==> src/rtl/alu_issue.sv <==
// alu_issue: RV32I decode-to-ALU issue register with a valid/ready handshake.
// Decodes the presented instruction into ALU operands/op and holds it until execute consumes it.
module alu_issue (
    input  logic        clk,
    input  logic        rst,
    input  logic        in_valid,
    output logic        in_ready,
    input  logic [31:0] instr,
    input  logic [31:0] pc,
    input  logic [31:0] rs1_data,
    input  logic [31:0] rs2_data,
    input  logic        flush,
    input  logic        out_ready,
    output logic        out_valid,
    output logic [31:0] alu_a,
    output logic [31:0] alu_b,
    output logic [3:0]  alu_func,
    output logic [4:0]  rd,
    output logic        reg_we,
    output logic        is_branch,
    output logic        is_jump,
    output logic        is_load,
    output logic        is_store,
    output logic        illegal
);
    typedef enum logic [3:0] {
        FN_ADD    = 4'b0000, FN_SUB    = 4'b0001, FN_SLL  = 4'b0010, FN_SRL = 4'b0011,
        FN_SLTU   = 4'b0100, FN_AND    = 4'b0101, FN_OR   = 4'b0110, FN_XOR = 4'b0111,
        FN_SRA    = 4'b1000, FN_SLT    = 4'b1001, FN_PASS_A = 4'b1010, FN_PASS_B = 4'b1011,
        FN_EQ     = 4'b1100, FN_NE     = 4'b1101, FN_SGE  = 4'b1110, FN_GEU = 4'b1111
    } alu_func_e;

    typedef enum logic [6:0] {
        OPC_OP     = 7'b0110011, OPC_OP_IMM = 7'b0010011, OPC_LOAD  = 7'b0000011,
        OPC_STORE  = 7'b0100011, OPC_LUI    = 7'b0110111, OPC_AUIPC = 7'b0010111,
        OPC_JAL    = 7'b1101111, OPC_JALR   = 7'b1100111, OPC_BRANCH = 7'b1100011
    } opcode_e;

    typedef struct packed {
        logic [31:0] a;
        logic [31:0] b;
        alu_func_e   func;
        logic [4:0]  rd;
        logic        we;
        logic        br;
        logic        jmp;
        logic        ld;
        logic        st;
        logic        ill;
    } issue_t;

    issue_t      dec;
    issue_t      issue_d, issue_q;
    logic        out_valid_d, out_valid_q;
    logic        writes_rd;
    logic        accept;
    logic [2:0]  funct3;
    logic [31:0] imm_i, imm_s, imm_u;

    // alt selects sra for funct3=101; sub only when the register form allows it
    function automatic alu_func_e arith_func(input logic [2:0] f3, input logic alt, input logic allow_sub);
        case (f3)
            3'b000:  arith_func = (alt && allow_sub) ? FN_SUB : FN_ADD;
            3'b001:  arith_func = FN_SLL;
            3'b010:  arith_func = FN_SLT;
            3'b011:  arith_func = FN_SLTU;
            3'b100:  arith_func = FN_XOR;
            3'b101:  arith_func = alt ? FN_SRA : FN_SRL;
            3'b110:  arith_func = FN_OR;
            default: arith_func = FN_AND;
        endcase
    endfunction

    assign funct3 = instr[14:12];
    assign imm_i  = {{20{instr[31]}}, instr[31:20]};
    assign imm_s  = {{20{instr[31]}}, instr[31:25], instr[11:7]};
    assign imm_u  = {instr[31:12], 12'b0};

    always_comb begin
        dec       = '0;
        dec.rd    = instr[11:7];
        writes_rd = 1'b0;
        case (instr[6:0])
            OPC_OP: begin
                dec.a     = rs1_data;
                dec.b     = rs2_data;
                dec.func  = arith_func(funct3, instr[30], 1'b1);
                writes_rd = 1'b1;
            end
            OPC_OP_IMM: begin
                dec.a     = rs1_data;
                dec.b     = imm_i;
                dec.func  = arith_func(funct3, instr[30], 1'b0);
                writes_rd = 1'b1;
            end
            OPC_LOAD: begin
                dec.a     = rs1_data;
                dec.b     = imm_i;
                dec.ld    = 1'b1;
                writes_rd = 1'b1;
            end
            OPC_STORE: begin
                dec.a  = rs1_data;
                dec.b  = imm_s;
                dec.st = 1'b1;
            end
            OPC_LUI: begin
                dec.func  = FN_PASS_B;
                dec.b     = imm_u;
                writes_rd = 1'b1;
            end
            OPC_AUIPC: begin
                dec.a     = pc;
                dec.b     = imm_u;
                writes_rd = 1'b1;
            end
            OPC_JAL, OPC_JALR: begin
                dec.a     = pc;
                dec.b     = 32'd4;
                dec.jmp   = 1'b1;
                writes_rd = 1'b1;
            end
            OPC_BRANCH: begin
                dec.a  = rs1_data;
                dec.b  = rs2_data;
                dec.br = 1'b1;
                case (funct3)
                    3'b000:  dec.func = FN_EQ;
                    3'b001:  dec.func = FN_NE;
                    3'b100:  dec.func = FN_SLT;
                    3'b101:  dec.func = FN_SGE;
                    3'b110:  dec.func = FN_SLTU;
                    3'b111:  dec.func = FN_GEU;
                    default: begin
                        dec.a   = '0;
                        dec.b   = '0;
                        dec.br  = 1'b0;
                        dec.ill = 1'b1;
                    end
                endcase
            end
            default: dec.ill = 1'b1;
        endcase
        dec.we = writes_rd && (instr[11:7] != 5'd0);
    end

    assign in_ready = !out_valid_q || out_ready;
    assign accept   = in_valid && in_ready && !flush;

    // flush only clears valid; data registers change solely on accept or reset
    always_comb begin
        out_valid_d = out_valid_q;
        issue_d     = issue_q;
        if (flush) begin
            out_valid_d = 1'b0;
        end else if (accept) begin
            out_valid_d = 1'b1;
            issue_d     = dec;
        end else if (out_ready) begin
            out_valid_d = 1'b0;
        end
    end

    always_ff @(posedge clk or posedge rst) begin
        if (rst) begin
            out_valid_q <= 1'b0;
            issue_q     <= '0;
        end else begin
            out_valid_q <= out_valid_d;
            issue_q     <= issue_d;
        end
    end

    assign out_valid = out_valid_q;
    assign alu_a     = issue_q.a;
    assign alu_b     = issue_q.b;
    assign alu_func  = issue_q.func;
    assign rd        = issue_q.rd;
    assign reg_we    = issue_q.we;
    assign is_branch = issue_q.br;
    assign is_jump   = issue_q.jmp;
    assign is_load   = issue_q.ld;
    assign is_store  = issue_q.st;
    assign illegal   = issue_q.ill;
endmodule

==> config.mk <==
export PLATFORM = sky130hd
export DESIGN_NAME = alu_issue
export DESIGN_NICKNAME = d
export VERILOG_FILES = /design/src/rtl/alu_issue.sv
export SDC_FILE = /design/constraint.sdc
export NUM_CORES = 1
export LEC_CHECK = 0
export BUFFER_PORTS_ARGS = -buffer_cell sky130_fd_sc_hd__buf_2
export CORE_UTILIZATION = 48
export CTS_CLUSTER_DIAMETER = 80
export DETAILED_ROUTE_END_ITERATION = 12
export PLACE_DENSITY = 0.85
export SYNTH_ARGS = -nofsm -noshare
export SYNTH_HDL_FRONTEND = slang
export SYNTH_SLANG_ARGS = --single-unit
==> constraint.sdc <==
create_clock -name clk -period 3.8 [get_ports clk]
set_input_delay 0.57 -clock clk [delete_from_list [all_inputs] [get_ports clk]]
set_output_delay 0.57 -clock clk [all_outputs]
set_load 0.02 [all_outputs]
# Word level (Yosys, flattened, before mapping)
# Cells that the tools add are included.
# totals
romBits	0
latchBits	0
in_bits	133
memories	0
elab_cells	66
ff_bits	80
ram_bits	0
# classes
n_shift	0
bitwise	1
magnitude_cmp	0
n_mux	20
n_mul	0
n_reduce_logical	18
div_mod_pow	0
n_eq_ne	16
add_sub_neg	0
# op_table
cell	count
one-hot mux 32 bit (6 select lines)	1
one-hot mux 32 bit (3 select lines)	1
two-way mux 64 bit	1
one-hot mux 4 bit (7 select lines)	2
one-hot mux 4 bit (6 select lines)	1
== test 7 x 6 -> 1 bit, second input constant	3
== test 7 bit, second input constant	3
one-hot mux 4 bit (4 select lines)	1
== test 7 x 5 -> 1 bit, second input constant	2
== test 3 bit, second input constant	4
two-way mux 1 bit	11
OR reduction 8 bit	1
== test 7 x 2 -> 1 bit, second input constant	1
OR reduction 7 bit	1
== test 3 x 2 -> 1 bit, second input constant	2
OR reduction 2 bit	3
OR reduction 6 bit	1
nonzero test 5 bit	1
two-way mux 4 bit	1
OR reduction 4 bit	1
== test 3 x 1 -> 1 bit, second input constant	1
logical AND 1 bit	3
zero test 3 bit	1
nonzero test 3 bit	1
other kinds (6)	7

# Longest topological paths before layout
# depth
ltp_word	6
ltp_mapped	7

# Worst setup path after synthesis
# Ideal clock, no wire load.
# synth_timing
path_kind	in2reg
start	in out_ready
end	reg issue_q, in the netlist is_branch
t_arrival_ns	1.776
stages	7
path_slack_ns	1.903
required_time_ns	3.679
n_path_buf	2
cell_sequence	nor2b_1 inv_1 nand3b_1 clkbuf_1 clkbuf_1 nor2_1 a22o_1
# synth_via
elab_chain_len	4
# synth_lines
item	line_no	text
start, declared	13	input logic out_ready,
logical OR 1 bit	147	assign in_ready = !out_valid_q || out_ready;
via in_ready	7	output logic in_ready,
logical AND 1 bit (2 in a row)	148	assign accept = in_valid && in_ready && !flush;
AND reduction 2 bit (no source line)	-	
end signal, assigned	170	issue_q <= issue_d;
end, declared	53	issue_t issue_d, issue_q;
# The timed path passes the listed nets, and every way through them passes these cells.
# A chain may end at the register's enable or synchronous reset.

# Final worst setup path
# layout_timing
start	reg out_valid_q, in the netlist out_valid
end	reg issue_q, in the netlist alu_func[0]
# layout_via
elab_chain_len	5
# layout_lines
item	line_no	text
start, declared	54	logic out_valid_d, out_valid_q;
start signal, assigned	169	out_valid_q <= out_valid_d;
zero test 1 bit	147	
logical OR 1 bit	147	
logical AND 1 bit (2 in a row)	148	
AND reduction 2 bit (no source line)	-	
# No other way between the ends.

==> run metrics <==
worst-path maximum fanout 20; Top FF cell, synth dfrtp_1; final core utilization 66.4%; CTS root buffer clkbuf_8; Cells after Synth 428; PortBufs 213; syn_nets 561; Fill cells 712; clock-pin slew on the worst setup and hold paths 90 ps; Pwr Density 383 nW/um2; Post-route DRC 0; layout cells sized above 1 39.4%; Core ar. 7850 um2; Post-CTS Setup Inserts 0; most used cell, CP a211o_1; largest net degree at the start of global routing 51; Post-DP HPWL 8800 um; setup TNS 0 ps; initial drt markers 194; WS Path Type register to register; Die Area 8580 um2; I/O pin cnt 214; HP Class input port to asynchronous set/reset pin; slowest cell on the critical path nand3b_1; ant diodes 0; wire per inst 16.4 um; Yosys warning count 0; worst path cell trace nor2b_1, inv_1, nand3b_1, buf_4, a211o_1, nor4_1, a211o_1; Final WS setup 1280 ps; Max Fclk 397 MHz; final count of pins violating max slew 0; final hold vios 0; leakage power total 2.65 nW; Worst IR Drop VDD 0.258 mV; Worst Reg-to-Reg Cells 7; Avg Vias per Cell 5.71; startpoint types register; row count 32; Yosys reg bits 80; max-cap viol count 0; Cell Area, Synth 3940 um2; Post-synth ARST share 100%; crit path capture type register; Vert. Die Dim 92.6 um; Area Overhead vs Synth 32.3%; fin crit share 66.3%; Worst path max stage delay 540 ps; slew margin rel. 18.5%; CTS Sinks 80; sequential-to-total area share from yosys stat 50.8%; Tightest Pin Transition 1220 ps; CTS buffer count 9; syn avg cell area 9.21 um2; Detail Route Antenna Nets 0; DRT Pass-1 Iters 5; Req. time, crit path 4080 ps; Placement Setup Slack 966 ps; unrepaired setup endpoints after global routing false; post-cts resize count 0; Max clock buf depth 2; Initial Utilization 50.2%; global-route wire length before repair 19200 um; Placer Congestion 0.883; Via Count 4165; Unique masters post-synth 43; NumNets Final 755; vias in the first global route 3987; CTS Hold Bufs 0; CTS tree done; drt total wl 11900 um; GRT Util Overall 28.6%; grt ovf 0; antenna violations before repair 0; skew final 13.7 ps; arrival time worst endpoint 2800 ps; outcome complete, no violations; Final Setup Violations 0; Post-synth EDFFs 0; Final min period 2520 ps; worst skew pair latency 350 ps; H-tree Lvls 3; Chip Width 92.6 um
worst max-delay path: cells and delay by family (launching register included):
family | cells | cell delay, ps
AO/OA/AOI/OAI | 2 | 480
flip-flops | 1 | 400
buffers and inverters | 2 | 510
AND/OR/NAND/NOR | 3 | 1090
metal layers:
layer,share of wire (%),GRT usage (%),up-vias
met5,0,0,-
met4,3.2,12.1,0
met3,5.8,4.60,32
met2,50,47.8,211
met1,41,36.8,1990
li1,-,-,1932
cell usage after synthesis, types with 2 or more instances:
cell	number	share of area (%)
inv_1	10	0.95
o21ai_0	15	1.9
nor2_1	77	7.3
buf_4	3	0.57
a211o_1	2	0.44
o32ai_1	2	0.44
dfrtp_1	80	51
o21ai_1	29	3.7
nor3_1	3	0.38
clkbuf_1	22	2.1
a22oi_1	10	1.9
o21ai_2	2	0.44
nor2b_1	3	0.48
o21a_1	2	0.38
nand2b_1	4	0.63
o22ai_1	2	0.32
a21oi_1	10	1.3
nand2_1	56	5.3
nand3_1	2	0.25
nand3b_1	6	1.1
buf_6	4	1.1
and2_1	2	0.32
a22o_1	3	0.67
a221oi_1	52	12
buf_2	9	1.1
cell usage in the layout (no fill, tap or decap), types with 2 or more instances in the layout:
cell        instances
nor3_1              3
buf_2             213
o32ai_1             2
nor2b_1             3
a211o_1             2
nand2b_1            4
nor2_1             76
clkbuf_8           10
and2_1              2
clkinv_2            2
a21oi_1            10
dfrtp_1            80
o21ai_0            15
o21a_1              2
a22o_1              3
nand3b_1            6
o22ai_1             2
a221oi_1           52
nand3_1             2
clkinvlp_4          2
a22oi_1            10
buf_4               8
o21ai_1            29
o21ai_2             2
nand2_1            56
inv_1               9
worst paths after layout:
kind | start | end | slack (ps)
max in group asynchronous | rst | alu_a[6] | 2670
min in group clk | flush | out_valid | 420
max reg2reg | out_valid | alu_func[0] | 1280
max | out_valid | alu_func[0] | 1280
min reg2reg | rd[3] | rd[3] | 480
min | rst | alu_a[15] | 370
where the power goes:
| part | switching [mW] | leakage (nW) | internal [mW] | total [mW] |
|---|---|---|---|---|
| clock | 0.317 | 0.0989 | 0.324 | 0.641 |
| combinational | 0.255 | 1.51 | 0.150 | 0.406 |
| sequential | 0.0335 | 1.04 | 0.915 | 0.948 |
| total | 0.606 | 2.65 | 1.39 | 1.99 |
metrics by stage:
stage          std cells  area [um2]  total power, mW  hold WS (ps)
2_1_floorplan        428        3940             1.19           589
3_3_place_gp         713        5010             1.36           454
3_5_place_dp         713        5010             1.37           461
4_1_cts              729        5210             2.01           396
5_1_grt              729        5210             2.09           412
6_report             729        5210             1.99           372
flip-flops by register name, summed over array words and instances (netlist names):
name	flops
is_load	1
is_jump	1
is_store	1
is_branch	1
alu_a	32
rd	5
illegal	1
reg_we	1
alu_func	4
out_valid	1
alu_b	32
kinds of logic (layout without fill, tap and decap cells):
kind of cell / Yosys count / in the layout / synth area share [%]
DFF: 80 / 80 / 50.8
xor gates and xnor gates: 1 / 1 / 0.222
muxes: 1 / 1 / 0.254
AOI/OAI and AO/OA: 135 / 135 / 24.5
and+or+nand+nor: 163 / 163 / 18.3
buffers and inverters: 48 / 247 / 5.90
cell type report:
cell class              count  area, um2  area share (%)
clock buffers              10        138            2.64
inverters                  10       38.8           0.744
well taps                 102        128            2.45
clock inverters             6       67.6            1.30
flip-flops and latches     80       2000            38.4
repair buffers            221       1130            21.6
multi-input cells         300       1710            32.9
(Power assumes the default switching activity.)
